**config.mk**
```make
export PLATFORM = sky130hd
export DESIGN_NAME = fp_arith_arb
export DESIGN_NICKNAME = d
export VERILOG_FILES = /design/src/rtl/fp_arith_arb.sv
export SDC_FILE = /design/constraint.sdc
export NUM_CORES = 1
export LEC_CHECK = 0
export CORE_UTILIZATION = 40
export CTS_CLUSTER_SIZE = 28
export DETAILED_ROUTE_END_ITERATION = 8
export MAX_ROUTING_LAYER = met4
export SLEW_MARGIN = 20
export SYNTH_ARGS = -nofsm -noshare
export SYNTH_HDL_FRONTEND = slang
export SYNTH_SLANG_ARGS = --single-unit
```
**constraint.sdc**
```tcl
create_clock -name clk -period 54.8 [get_ports clk]
set_input_delay 10.96 -clock clk [delete_from_list [all_inputs] [get_ports clk]]
set_output_delay 10.96 -clock clk [all_outputs]
set_load 0.02 [all_outputs]
```
**src/rtl/fp_arith_arb.sv**
```systemverilog
// fp_arith_arb: round-robin arbiter that time-shares one combinational FP32 add/sub
// datapath (fp_arith) among NUM_REQ requesters. One operation in flight at a time:
// IDLE grants and latches operands, CALC captures the adder output, RESP holds it.

module fp_arith_arb #(
  parameter  int unsigned DATA_WIDTH = 32,
  parameter  int unsigned NUM_REQ    = 4,
  localparam int unsigned ID_W       = $clog2(NUM_REQ)
) (
  input  logic                          clk,
  input  logic                          rst,
  input  logic [NUM_REQ-1:0]            req_valid,
  output logic [NUM_REQ-1:0]            req_ready,
  input  logic [NUM_REQ*DATA_WIDTH-1:0] req_data_1,
  input  logic [NUM_REQ*DATA_WIDTH-1:0] req_data_2,
  input  logic [NUM_REQ-1:0]            req_op_sel,
  output logic                          resp_valid,
  input  logic                          resp_ready,
  output logic [DATA_WIDTH-1:0]         resp_data,
  output logic [ID_W-1:0]               resp_id,
  output logic                          busy,
  output logic [15:0]                   op_cnt
);

  typedef enum logic [1:0] {StIdle, StCalc, StResp} state_e;

  state_e                state_q;
  logic [ID_W-1:0]       ptr_q;
  logic [DATA_WIDTH-1:0] opa_q, opb_q;
  logic                  op_q;
  logic [ID_W-1:0]       id_q;
  logic [15:0]           op_cnt_q;

  logic                  win_found;
  logic [ID_W-1:0]       win_id;
  logic [ID_W-1:0]       next_ptr;
  logic [DATA_WIDTH-1:0] win_d1, win_d2;
  logic                  win_op;
  logic [DATA_WIDTH-1:0] fp_out;

  assign op_cnt = op_cnt_q;

  // Rotating priority scan starting at ptr_q; first valid requester wins.
  always_comb begin
    win_found = 1'b0;
    win_id    = '0;
    for (int k = 0; k < int'(NUM_REQ); k++) begin
      int              idx;
      logic [ID_W-1:0] idx_w;
      idx = int'(ptr_q) + k;
      if (idx >= int'(NUM_REQ)) idx = idx - int'(NUM_REQ);
      idx_w = ID_W'(idx);
      if (!win_found && req_valid[idx_w]) begin
        win_found = 1'b1;
        win_id    = idx_w;
      end
    end
  end

  // Operand mux for the winning requester and the post-grant pointer.
  always_comb begin
    win_d1 = '0;
    win_d2 = '0;
    win_op = 1'b0;
    for (int k = 0; k < int'(NUM_REQ); k++) begin
      if (win_id == ID_W'(k)) begin
        win_d1 = req_data_1[k*DATA_WIDTH +: DATA_WIDTH];
        win_d2 = req_data_2[k*DATA_WIDTH +: DATA_WIDTH];
        win_op = req_op_sel[k];
      end
    end
    next_ptr = (int'(win_id) == int'(NUM_REQ) - 1) ? '0 : win_id + 1'b1;
  end

  // Grant is combinational and only offered in IDLE outside reset.
  always_comb begin
    req_ready = '0;
    if (!rst && (state_q == StIdle) && win_found) req_ready[win_id] = 1'b1;
  end

  // Sequencer: grant/latch, capture result, hold result until consumed.
  always_ff @(posedge clk) begin
    if (rst) begin
      state_q    <= StIdle;
      ptr_q      <= '0;
      op_cnt_q   <= '0;
      resp_valid <= 1'b0;
      resp_data  <= '0;
      resp_id    <= '0;
      busy       <= 1'b0;
      opa_q      <= '0;
      opb_q      <= '0;
      op_q       <= 1'b0;
      id_q       <= '0;
    end else begin
      unique case (state_q)
        StIdle: begin
          if (win_found) begin
            opa_q   <= win_d1;
            opb_q   <= win_d2;
            op_q    <= win_op;
            id_q    <= win_id;
            ptr_q   <= next_ptr;
            busy    <= 1'b1;
            state_q <= StCalc;
          end
        end
        StCalc: begin
          resp_data  <= fp_out;
          resp_id    <= id_q;
          resp_valid <= 1'b1;
          state_q    <= StResp;
        end
        StResp: begin
          if (resp_ready) begin
            resp_valid <= 1'b0;
            busy       <= 1'b0;
            op_cnt_q   <= op_cnt_q + 16'd1;
            state_q    <= StIdle;
          end
        end
        default: state_q <= StIdle;
      endcase
    end
  end

  fp_arith u_fp_arith (
    .data_1 (opa_q),
    .data_2 (opb_q),
    .op_sel (op_q),
    .data_o (fp_out)
  );

endmodule

// fp_arith: combinational IEEE-754 binary32 add/subtract, round-to-nearest-even,
// subnormal inputs/outputs supported, any NaN yields the canonical quiet NaN.
module fp_arith (
  input  logic [31:0] data_1,
  input  logic [31:0] data_2,
  input  logic        op_sel,
  output logic [31:0] data_o
);

  logic        sa, sb, s_big;
  logic [7:0]  ea, eb, e_big_raw, e_sml_raw;
  logic [22:0] fa, fb, f_big, f_sml;
  logic        a_nan, b_nan, a_inf, b_inf, eff_sub;
  logic [8:0]  e_big, e_sml, diff, lz_lim;
  logic [27:0] m_big, m_sml, m_sh, sum;
  logic        sticky, found, round_up;
  logic [4:0]  lz;
  logic [9:0]  e_norm;
  logic [26:0] norm;
  logic [24:0] mant_r;

  // Mantissa layout: [27] carry, [26] hidden, [25:3] fraction, [2] guard, [1] round,
  // [0] sticky.
  always_comb begin
    sa      = data_1[31];
    ea      = data_1[30:23];
    fa      = data_1[22:0];
    sb      = data_2[31] ^ op_sel;
    eb      = data_2[30:23];
    fb      = data_2[22:0];
    a_nan   = (ea == 8'hff) && (fa != 23'd0);
    b_nan   = (eb == 8'hff) && (fb != 23'd0);
    a_inf   = (ea == 8'hff) && (fa == 23'd0);
    b_inf   = (eb == 8'hff) && (fb == 23'd0);
    eff_sub = sa ^ sb;

    if ({eb, fb} > {ea, fa}) begin
      s_big = sb; e_big_raw = eb; f_big = fb; e_sml_raw = ea; f_sml = fa;
    end else begin
      s_big = sa; e_big_raw = ea; f_big = fa; e_sml_raw = eb; f_sml = fb;
    end

    // Subnormals use an effective exponent of 1 with no hidden bit.
    e_big = (e_big_raw == 8'd0) ? 9'd1 : {1'b0, e_big_raw};
    e_sml = (e_sml_raw == 8'd0) ? 9'd1 : {1'b0, e_sml_raw};
    m_big = {1'b0, e_big_raw != 8'd0, f_big, 3'b000};
    m_sml = {1'b0, e_sml_raw != 8'd0, f_sml, 3'b000};
    diff  = e_big - e_sml;

    if (diff >= 9'd27) begin
      m_sh   = '0;
      sticky = |m_sml;
    end else begin
      m_sh   = m_sml >> diff;
      sticky = |(m_sml & ((28'd1 << diff) - 28'd1));
    end
    m_sh[0] = m_sh[0] | sticky;

    sum = eff_sub ? (m_big - m_sh) : (m_big + m_sh);

    lz    = 5'd0;
    found = 1'b0;
    for (int i = 26; i >= 0; i--) begin
      if (!found) begin
        if (sum[i]) found = 1'b1;
        else        lz = lz + 5'd1;
      end
    end
    // Never normalise below the minimum exponent; the result becomes subnormal.
    lz_lim = e_big - 9'd1;
    if ({4'b0, lz} > lz_lim) lz = lz_lim[4:0];

    if (sum[27]) begin
      norm   = {sum[27:2], sum[1] | sum[0]};
      e_norm = {1'b0, e_big} + 10'd1;
    end else begin
      norm   = sum[26:0] << lz;
      e_norm = {1'b0, e_big} - {5'b0, lz};
    end

    round_up = norm[2] & (norm[1] | norm[0] | norm[3]);
    mant_r   = {1'b0, norm[26:3]} + {24'b0, round_up};
    if (mant_r[24]) begin
      mant_r = mant_r >> 1;
      e_norm = e_norm + 10'd1;
    end

    if (a_nan || b_nan || (a_inf && b_inf && eff_sub)) data_o = 32'h7fc0_0000;
    else if (a_inf)                                     data_o = {sa, 8'hff, 23'd0};
    else if (b_inf)                                     data_o = {sb, 8'hff, 23'd0};
    else if (sum == 28'd0)                              data_o = {sa & sb, 31'd0};
    else if (e_norm >= 10'd255)                         data_o = {s_big, 8'hff, 23'd0};
    else data_o = {s_big, (mant_r[23] ? e_norm[7:0] : 8'h00), mant_r[22:0]};
  end

endmodule

```
; After elaboration in Yosys (flattened, before gate mapping)
; Cells that the tools add are included.
[word_totals]
wordCells = 297
out_inout_bits = 56
input_bits = 267
ff_bits = 123
[classes]
shifts = 3
n_bitwise = 9
add_sub_neg = 44
n_lt_le_gt_ge = 14
reduce_logical = 38
n_eq_ne = 10
mux = 168
[ops]
columns = op, count
row1 = 32-bit 2-to-1 mux, 12
row2 = 5-bit 2-to-1 mux, 53
row3 = 5-bit by 1-bit adder with 5-bit output (second input constant), 25
row4 = 1-bit 2-to-1 mux, 69
row5 = 28-bit 2-to-1 mux, 2
row6 = 23-bit logical NOT, 2
row7 = 23-bit 2-to-1 mux, 2
row8 = 23-bit nonzero test, 2
row9 = 8-bit 2-to-1 mux, 5
row10 = 31-bit > comparator, 1
row11 = 31-bit 2-to-1 mux, 1
row12 = 27-bit by 28-bit adder with 28-bit output, 1
row13 = 27-bit by 28-bit bitwise AND with 28-bit output, 1
row14 = 28-bit logical NOT, 1
row15 = 28-bit OR reduction, 1
row16 = 1-bit by 9-bit << shifter with 28-bit output (first input constant), 1
row17 = 27-bit by 9-bit right shift with 28-bit output, 1
row18 = 27-bit by 28-bit subtractor with 28-bit output, 1
row19 = 28-bit by 1-bit subtractor with 28-bit output (second input constant), 1
row20 = 27-bit 2-to-1 mux, 1
row21 = 27-bit by 5-bit << shifter with 27-bit output, 1
row22 = 24-bit by 1-bit adder with 25-bit output, 1
row23 = 24-bit 2-to-1 mux, 1
row24 = 24-bit OR reduction, 1
row25 = other kinds (41), 99

; Depth between registers and ports, before layout
; Gate-level depths: netlist of the first run.
[logic_depth]
ltp_word = 107
depth_mapped = 145
mapped_depth_nobuf = 136

; By module
; A second synthesis of the first run with hierarchy kept.
[unflattened]
cells_unflattened = 3327
hier_area_um2 = 22519.1
[by_module_without_submodules]
columns = mod, cells_per_inst, instances, area_per_inst_um2, seq_area_each_um2
row1 = fp_arith, 2520, 1, 16229.3, 0.0
row2 = fp_arith_arb, 807, 1, 6289.8, 2462.4

; Least setup slack after synthesis of the first run
; OpenSTA, ideal clock, no wires.
[synth_timing]
kind = register -> register
startpoint = reg opa_q[25]
endpoint = reg resp_data[19]
required_time_ps = 54704
stages_incl_launch_ff = 136
arrival_time_ps = 27197
path_slack_ps = 27508
period_less_slack_ps = 27292
path_buffers = 17
setup_ps = 96
path_cell_list = dfxtp_1 buf_2 inv_2 ha_1 nand4_1 nor4_1 nand2_1 o21a_1 buf_4 nor2_4 buf_4 buf_2 buf_1 clkbuf_1 mux2i_1 nand4_1 and2_1 clkbuf_1 [... 100 more ...] buf_1 clkbuf_1 ha_1 inv_1 fa_1 o211ai_1 a21oi_1 nor2_1 xnor2_1 a21oi_1 nor2_1 nand4_1 a2111o_1 or4_4 a21oi_4 o311ai_4 buf_6 o41ai_2
[synth_between]
elab_chain_cells = 107
elab_cells_between_ends = 185
classes_between = add/sub (35) / order compare (4) / eq/ne (1) / shift (3) / mux (123) / bitwise (6) / reduce/logical (13)
[synth_lines]
columns = item, line
row1 = start: declaration, 29  ; logic [DATA_WIDTH-1:0] opa_q, opb_q;
row2 = start signal: assignment, 99  ; opa_q <= win_d1;
row3 = 31-bit > comparator, 172  ; if ({eb, fb} > {ea, fa}) begin
row4 = 8-bit 2-to-1 mux, 172
row5 = 8-bit logical NOT (on tied branches), "179, 180"
row6 = 8-bit 2-to-1 mux (on tied branches), "179, 180"
row7 = 9-bit subtractor, 183  ; diff = e_big - e_sml;
row8 = 1-bit by 9-bit << shifter with 28-bit output, 190  ; sticky = |(m_sml & ((28'd1 << diff) - 28'd1));
row9 = 28-bit by 1-bit subtractor with 28-bit output, 190
row10 = 27-bit by 28-bit bitwise AND with 28-bit output, 190
row11 = [... 91 more ...], --
row12 = 24-bit by 1-bit adder with 25-bit output, 217  ; mant_r = {1'b0, norm[26:3]} + {24'b0, round_up};
row13 = 10-bit 2-to-1 mux, 218  ; if (mant_r[24]) begin
row14 = 10-bit by 8-bit >= comparator with 1-bit output, 227  ; else if (e_norm >= 10'd255) data_o = {s_big, 8'hff, 23'd0};
row15 = 31-bit 2-to-1 mux, 227
row16 = 32-bit 2-to-1 mux, 226  ; else if (sum == 28'd0) data_o = {sa & sb, 31'd0};
row17 = 32-bit 2-to-1 mux, 225  ; else if (b_inf) data_o = {sb, 8'hff, 23'd0};
row18 = 32-bit 2-to-1 mux, 224  ; else if (a_inf) data_o = {sa, 8'hff, 23'd0};
row19 = 32-bit 2-to-1 mux *, 223  ; if (a_nan || b_nan || (a_inf && b_inf && eff_sub)) data_o = 32'h7fc0_0000;
row20 = end signal: assignment, 109  ; resp_data <= fp_out;
row21 = end: declaration, 19  ; output logic [DATA_WIDTH-1:0] resp_data,
; Mark *: on every way between the ends. The rest lies on a longest branch, timed or not.
; A chain may end at the register's enable or synchronous reset.

; Worst setup path after layout of the first run
[layout_timing]
startpoint = reg opa_q[12]
endpoint = reg resp_data[12]
; Same word-level chain as after synthesis.

==> run_results.csv, run 1 <==
group,metric,value,unit
run_status,outcome,"complete, no violations",
yosys,synthAdderAreaFrac,7.64,%
yosys,netlist-cell-type-count,140,
hold_path,worst_hold_path.num_cells,2,
clock_network,clkSlewWorstSetupHoldPaths,0.06,ns
yosys,synth_seq_cells,123,
critical_path,worst-setup-path-type,"reg -> reg",
critical_path,worst_path_max_delay_cell,"sky130_fd_sc_hd__nor3_1",
detailed_routing,antenna_left,0,
die,floorplan.initialDensity,40.8,%
timing,worst-slew-pin-transition,1.00,ns
die,die-width,243,um
critical_path,worst_path_dominant_cell_family,"compound AO/OA/AOI/OAI gates",
yosys,mappedNetlistNets,3844,
yosys,post_synth.cell_area_avg,6.74,um2
yosys,share_of_the_yosys_chip_area_belonging_to_registers,10.6,%
critical_path,critical_path.endpoint_type,"flip-flop",
detailed_routing,routed.top_layer,"met4",
yosys,synth_enable_flop_cells,0,
critical_path,crit_required,55.16,ns
global_routing,first_global_vias,25400,
die,chipHeight,243,um
clock_network,cts-root-buf,"sky130_fd_sc_hd__clkbuf_16",
clock_network,cts-hold-fix-buffers,0,
detailed_routing,m1WireLength,42500,um
critical_path,cp_common_cell,"sky130_fd_sc_hd__ha_1",
timing,slew_headroom,32.3,%
critical_path,worstPathBufferInverterCount,10,
detailed_routing,num_vias,27500,
critical_path,reg2reg_from,"opa_q[12]",
yosys,synthFlopType,"sky130_fd_sc_hd__dfxtp_1",
critical_path,signal_arrival_time_at_the_worst_endpoint,31.46,ns
detailed_routing,vias_per_cell,6.27,
critical_path,critical_path.max_fanout,47,
clock_network,cts_max_path_buffers,2,
yosys,synth_top_family_by_area,"compound AO/OA/AOI/OAI gates",
yosys,post_synth_mux_area_share,7.33,%
die,ports,323,
clock_network,cts_setup_buffers,0,
timing,clock-skew-final,0.0135,ns
detailed_routing,routed_length_on_met3,7920,um
detailed_routing,drtIter0Drc,2799,
global_routing,grt_overflow_total,0,
placed_design,dp.final_hpwl,79300,um
critical_path,timing.reg2reg.worst_path_depth,121,
yosys,synth_largest_type_area_fraction,10.6,%
detailed_routing,routed_wire_length_per_instance,22.6,um
hold_path,min_path_type,"reg -> reg",
hold_path,holdCritStartpoint,"id_q[1]",
placed_design,dp_slack,24.45,ns
clock_network,cts-buffers-inserted,17,
critical_path,instance_count_on_the_critical_path,121,
yosys,synth.area.top_cells,"sky130_fd_sc_hd__dfxtp_1 11%, sky130_fd_sc_hd__ha_1 7.1%, sky130_fd_sc_hd__nor2_1 7.0%, sky130_fd_sc_hd__a21oi_1 6.9%, sky130_fd_sc_hd__nand2_1 6.5%",
timing,layout_worst_path_cycle_share,56.8,%
die,rows,87,
detailed_routing,wl_met2,45200,um
cells_and_area,area_added_between_synthesis_and_finish,18.4,%
cells_and_area,layout.nets,4019,
cells_and_area,layout.filler_cells,5999,
timing,final_max_slew_viol_count,0,
timing,setup-tns-final,0,ns
critical_path,setup.worst_path.start,"opa_q[12]",
cells_and_area,final_layout_size_suffix_gt1_share,7.22,%
yosys,yosys_warnings,0,
die,core,0.0568,mm2
yosys,synth_largest_area_cell,"sky130_fd_sc_hd__dfxtp_1",
yosys,synth-xor-area-share,5.74,%
timing,setup_violation_total_in_the_final_timing_report,0,
die,die_area,0.0589,mm2
yosys,syn_area,0.0232,mm2
global_routing,grt_usage,33.4,%
global_routing,grt_pass1_wl,152000,um
critical_path,max_stage_delay,0.83,ns
global_routing,grt_antenna_before_repair,7,
detailed_routing,drc,0,
timing,worst_slack,23.70,ns
placed_design,gp_congestion,1.01,
yosys,synth-simple-area-share,28.7,%
global_routing,grt_max_degree,101,
yosys,compound_gate_portion_of_the_synthesized_area,33.6,%
placed_design,placement.io_buffers,322,
yosys,synthesized_instance_count,3442,
timing,hold_viol_final,0,
yosys,synth-async-reset-ratio,0,%
cells_and_area,finalNonFillerCells,4388,
clock_network,worst_skew_pair.late_latency,0.45,ns
detailed_routing,routed_wl,99000,um
clock_network,clock_tree_from_tritoncts,"built",
flow_run,maxCapViolCount,0,
critical_path,cp-start-kind,"flip-flop",
clock_network,cts.htree.levels,4,
detailed_routing,drtPass1Iterations,6,
placed_design,dp.cells,4353,
timing,fin_crit_period,31.10,ns
timing,rsz0062_at_grt,"no",
timing,fmax,0.0322,GHz
cells_and_area,final_core_util,48.3,%
clock_network,clock_sinks,123,
clock_network,post_cts_resized,0,
==> cell usage after synthesis, drive strengths merged, types with 42 or more instances <==
cell type	count
nor2	436
nand2	402
a21oi	328
o21ai	261
clkbuf	151
inv	140
ha	132
dfxtp	123
o211ai	112
nand3	111
mux2i	100
xnor2	81
a22oi	75
nor3	72
buf	63
nand4	51
nor4	48
nand2b	45
and3	44
and2	43
a211oi	42
==> worst paths after layout <==
path,slack [ns],end
setup / recovery,23.70,resp_data[12]
hold / removal,0.45,resp_id[1]
hold reg to reg,0.45,resp_id[1]
setup reg to reg,23.70,resp_data[12]
==> cells in the final DEF, fill, tap and decap left out, types with 29 or more instances in the layout <==
cell	n
sky130_fd_sc_hd__nor3_1	63
sky130_fd_sc_hd__or3_1	32
sky130_fd_sc_hd__nand4_1	50
sky130_fd_sc_hd__and2_1	42
sky130_fd_sc_hd__and3_1	41
sky130_fd_sc_hd__o21ai_0	239
sky130_fd_sc_hd__nand2b_1	45
sky130_fd_sc_hd__clkdlybuf4s50_1	321
sky130_fd_sc_hd__nor4_1	42
sky130_fd_sc_hd__mux2i_1	96
sky130_fd_sc_hd__buf_4	48
sky130_fd_sc_hd__a31oi_1	29
sky130_fd_sc_hd__a22oi_1	75
sky130_fd_sc_hd__nor2_1	431
sky130_fd_sc_hd__a21o_1	36
sky130_fd_sc_hd__nand2_1	400
sky130_fd_sc_hd__dfxtp_1	123
sky130_fd_sc_hd__ha_1	127
sky130_fd_sc_hd__a211oi_1	41
sky130_fd_sc_hd__xor2_1	32
sky130_fd_sc_hd__nand3_1	109
sky130_fd_sc_hd__xnor2_1	74
sky130_fd_sc_hd__a21oi_1	319
sky130_fd_sc_hd__o211ai_1	110
sky130_fd_sc_hd__inv_1	135
==> tightest hold or removal path: cells and delay by family, from the launching register on <==
kind | cells | cell delay [ns]
AO/OA/AOI/OAI | 1 | 0.05
flip-flops | 1 | 0.31
AND/OR/NAND/NOR | 1 | 0.05
==> stage by stage <==
stage / hold WS (ns) / instance area [um2]
3_3_place_gp: 0.440 / 26900
6_report: 0.455 / 27500
3_5_place_dp: 0.443 / 26900
5_1_grt: 0.469 / 27500
2_1_floorplan: 0.432 / 23200
4_1_cts: 0.454 / 27400
==> state kept, by name, summed over array words and instances (netlist names) <==
name        cells
state_q         2
ptr_q           2
busy            1
resp_data      32
op_q            1
op_cnt         16
resp_id         2
id_q            2
opb_q          32
opa_q          32
resp_valid      1
==> cell families after synthesis <==
group	count (synthesis)
AO/OA/AOI/OAI	1173
buffers and inverters	356
multiplexers	142
flip-flops	123
AND/OR/NAND/NOR	1382
XOR/XNOR	125
adder cells (fa/ha/maj)	141
==> layout make-up <==
type | count | area, um2 | share of cell area (%)
clock buffers | 18 | 439 | 1.60
flip-flops and latches | 123 | 2460 | 8.97
repair buffers | 370 | 3580 | 13.0
clock inverters | 14 | 133 | 0.483
multi-input cells | 2963 | 19400 | 70.5
inverters | 142 | 533 | 1.94
well taps | 756 | 946 | 3.44
diodes | 2 | 5.00 | 0.0182
==> routing by layer <==
metal	GRT usage, %	up-vias
met3	4.09	201
met2	53.0	1377
li1	-	13100
met5	-	-
met4	11.3	0
met1	43.5	12800
Power of run 1 is left out: the tool's default activity adds up to more than one toggle a clock period on the data nets, which glitch-free logic cannot reach.
==> run 2: changes to the inputs <==
- clock period: 54.8 -> 27.4 ns (I/O delays scaled with it)
==> run 2 against run 1 <==
  * Flip-flop and latch count unchanged
  * Non-clock buffer count rose by 165
  * Design area rose by 7.0%
  * Highest routed layer unchanged
  * First-iteration DRC count grew 7.0%
  * Hold slack better by 0.0038 ns
  * Final cell count grew 3.9%
==> run_results.csv, run 2 (synthesis results as in run 1) <==
group,metric,value,unit
cells_and_area,largestRegisters,"opa_q x32, opb_q x32, resp_data x32",
detailed_routing,antenna_left,0,
clock_network,cts_max_path_buffers,2,
critical_path,critical_path.endpoint_type,"flip-flop",
placed_design,dp.final_hpwl,83500,um
critical_path,cp-start-kind,"flip-flop",
critical_path,cp_common_cell,"sky130_fd_sc_hd__ha_1",
global_routing,grt_overflow_total,0,
timing,hold_viol_final,0,
detailed_routing,routed_wl,105000,um
cells_and_area,most_common_library_cell_in_the_layout_ignoring_fill_and_taps,"sky130_fd_sc_hd__nor2_1",
placed_design,post_dp_cell_area,0.0277,mm2
clock_network,cts-buffers-inserted,17,
die,core,0.0568,mm2
timing,layout_worst_path_cycle_share,96.0,%
timing,clock-skew-final,0.0142,ns
global_routing,grt_antenna_before_repair,7,
detailed_routing,wl_met2,47600,um
critical_path,crit_required,27.74,ns
die,floorplan.initialDensity,40.8,%
critical_path,worst-setup-path-type,"reg -> reg",
critical_path,r2r-end,"resp_data[7]",
detailed_routing,routed.top_layer,"met4",
global_routing,grt_usage,34.6,%
timing,worst-slew-pin-transition,1.44,ns
detailed_routing,drtPass1Iterations,9,
cells_and_area,final_layout_size_suffix_gt1_share,13.6,%
detailed_routing,routed_length_on_met3,8420,um
clock_network,clock_sinks,123,
cells_and_area,layout.nets,4190,
die,chipHeight,243,um
timing,setup_violation_total_in_the_final_timing_report,0,
die,ports,323,
die,die_area,0.0589,mm2
detailed_routing,vias_per_cell,6.32,
critical_path,timing.reg2reg.worst_path_depth,120,
hold_path,holdCritStartpoint,"id_q[1]",
timing,slew_headroom,3.21,%
run_status,outcome,"complete, no violations",
critical_path,reg2reg_from,"opa_q[14]",
timing,fin_crit_period,26.31,ns
clock_network,clock_tree_from_tritoncts,"built",
die,rows,87,
die,die-width,243,um
clock_network,cts-hold-fix-buffers,0,
detailed_routing,routed_wire_length_per_instance,23.0,um
detailed_routing,drtIter0Drc,2996,
cells_and_area,finalNonFillerCells,4557,
cells_and_area,final_cell_area,0.0294,mm2
global_routing,grt_pass1_wl,157000,um
clock_network,clkSlewWorstSetupHoldPaths,0.06,ns
detailed_routing,m1WireLength,44600,um
flow_run,maxCapViolCount,0,
critical_path,critical_path.max_fanout,38,
critical_path,max_stage_delay,0.63,ns
hold_path,worst_hold_path.num_cells,2,
detailed_routing,drc,0,
timing,fmax,0.0380,GHz
timing,final_max_slew_viol_count,0,
critical_path,worst_path_max_delay_cell,"sky130_fd_sc_hd__or4_4",
clock_network,cts.htree.levels,4,
cells_and_area,layout.cells.most_common_list,"428 x sky130_fd_sc_hd__nor2_1, 399 x sky130_fd_sc_hd__nand2_1, 321 x sky130_fd_sc_hd__clkdlybuf4s50_1, 306 x sky130_fd_sc_hd__a21oi_1, 228 x sky130_fd_sc_hd__o21ai_0",
critical_path,signal_arrival_time_at_the_worst_endpoint,26.65,ns
cells_and_area,area_added_between_synthesis_and_finish,26.7,%
placed_design,gp_congestion,1.03,
hold_path,min_path_type,"reg -> reg",
placed_design,placement.io_buffers,322,
placed_design,dp.cells,4462,
detailed_routing,num_vias,28800,
hold_path,min_to,"resp_id[1]",
global_routing,first_global_vias,26200,
clock_network,cts-root-buf,"sky130_fd_sc_hd__clkbuf_16",
global_routing,grt_max_degree,98,
critical_path,ff2ff_setup_slack,1.09,ns
clock_network,worst_skew_pair.late_latency,0.44,ns
-- run 2: cell count changes in the layout (fill, tap and decap cells not counted), sizes merged, moves of 2 or more --
cell	change
buf	+165
inv	-4
o311ai	+3
clkinvlp	+2
-- run 2: timing repair --
action | 4_1_cts | 5_1_grt
setup buffers | 0 | 57
pin swaps | 1 | 41
endpoints found under the setup margin | 27 | 31
gates resized for setup | 5 | 118
gates cloned | 1 | 5
-- run 2: cell type report --
type,instances,area (um2)
Antenna cell,1,2.50
Clock buffer,18,439
Clock inverter,13,143
Fill cell,5758,27500
Inverter,142,536
Multi-Input combinational cell,2969,20000
Sequential cell,123,2460
Tap cell,756,946
Timing Repair Buffer,535,4880
-- run 2: per-layer routing --
metal  vias up  GRT usage, %
met3       264          4.61
met2      1565          54.8
met4         0          11.8
li1      13500             -
met5         -             -
met1     13500          45.0
-- run 2: critical path, delay by kind of cell, from the launching register on --
kind / cells / cell delay (ns)
AO/OA/AOI/OAI: 32 / 6.23
XOR/XNOR: 9 / 1.86
adder cells (fa/ha/maj): 14 / 4.04
buffers and inverters: 19 / 2.72
flip-flops: 1 / 0.39
multiplexers: 11 / 2.84
AND/OR/NAND/NOR: 35 / 8.09
-- run 2: worst max-delay path by stage --
stage / start / end / slack (ns) / cells past startpoint
global placement: opa_q[8] / resp_data[20] / 0.39 / 126
finish: opa_q[14] / resp_data[7] / 1.09 / 120
CTS: opa_q[10] / resp_data[25] / 0.01 / 126
floorplan: opa_q[25] / resp_data[19] / 0.11 / 135
detailed placement: opa_q[10] / resp_data[23] / -0.14 / 126
global route: opa_q[14] / resp_data[7] / -0.22 / 136
-- run 2: stage by stage --
| step | setup WS, ns | TNS [ns] | hold slack [ns] | utilization, % |
|---|---|---|---|---|
| 2_1_floorplan | 0.108 | 0 | 0.432 | - |
| 3_3_place_gp | 0.389 | 0 | 0.441 | 48.8 |
| 3_5_place_dp | -0.144 | -2.14 | 0.442 | 48.8 |
| 4_1_cts | 0.0128 | 0 | 0.459 | 49.9 |
| 5_1_grt | -0.222 | -4.74 | 0.478 | 51.7 |
| 6_report | 1.09 | 0 | 0.459 | 51.7 |
Power of run 2 is left out for the same reason.
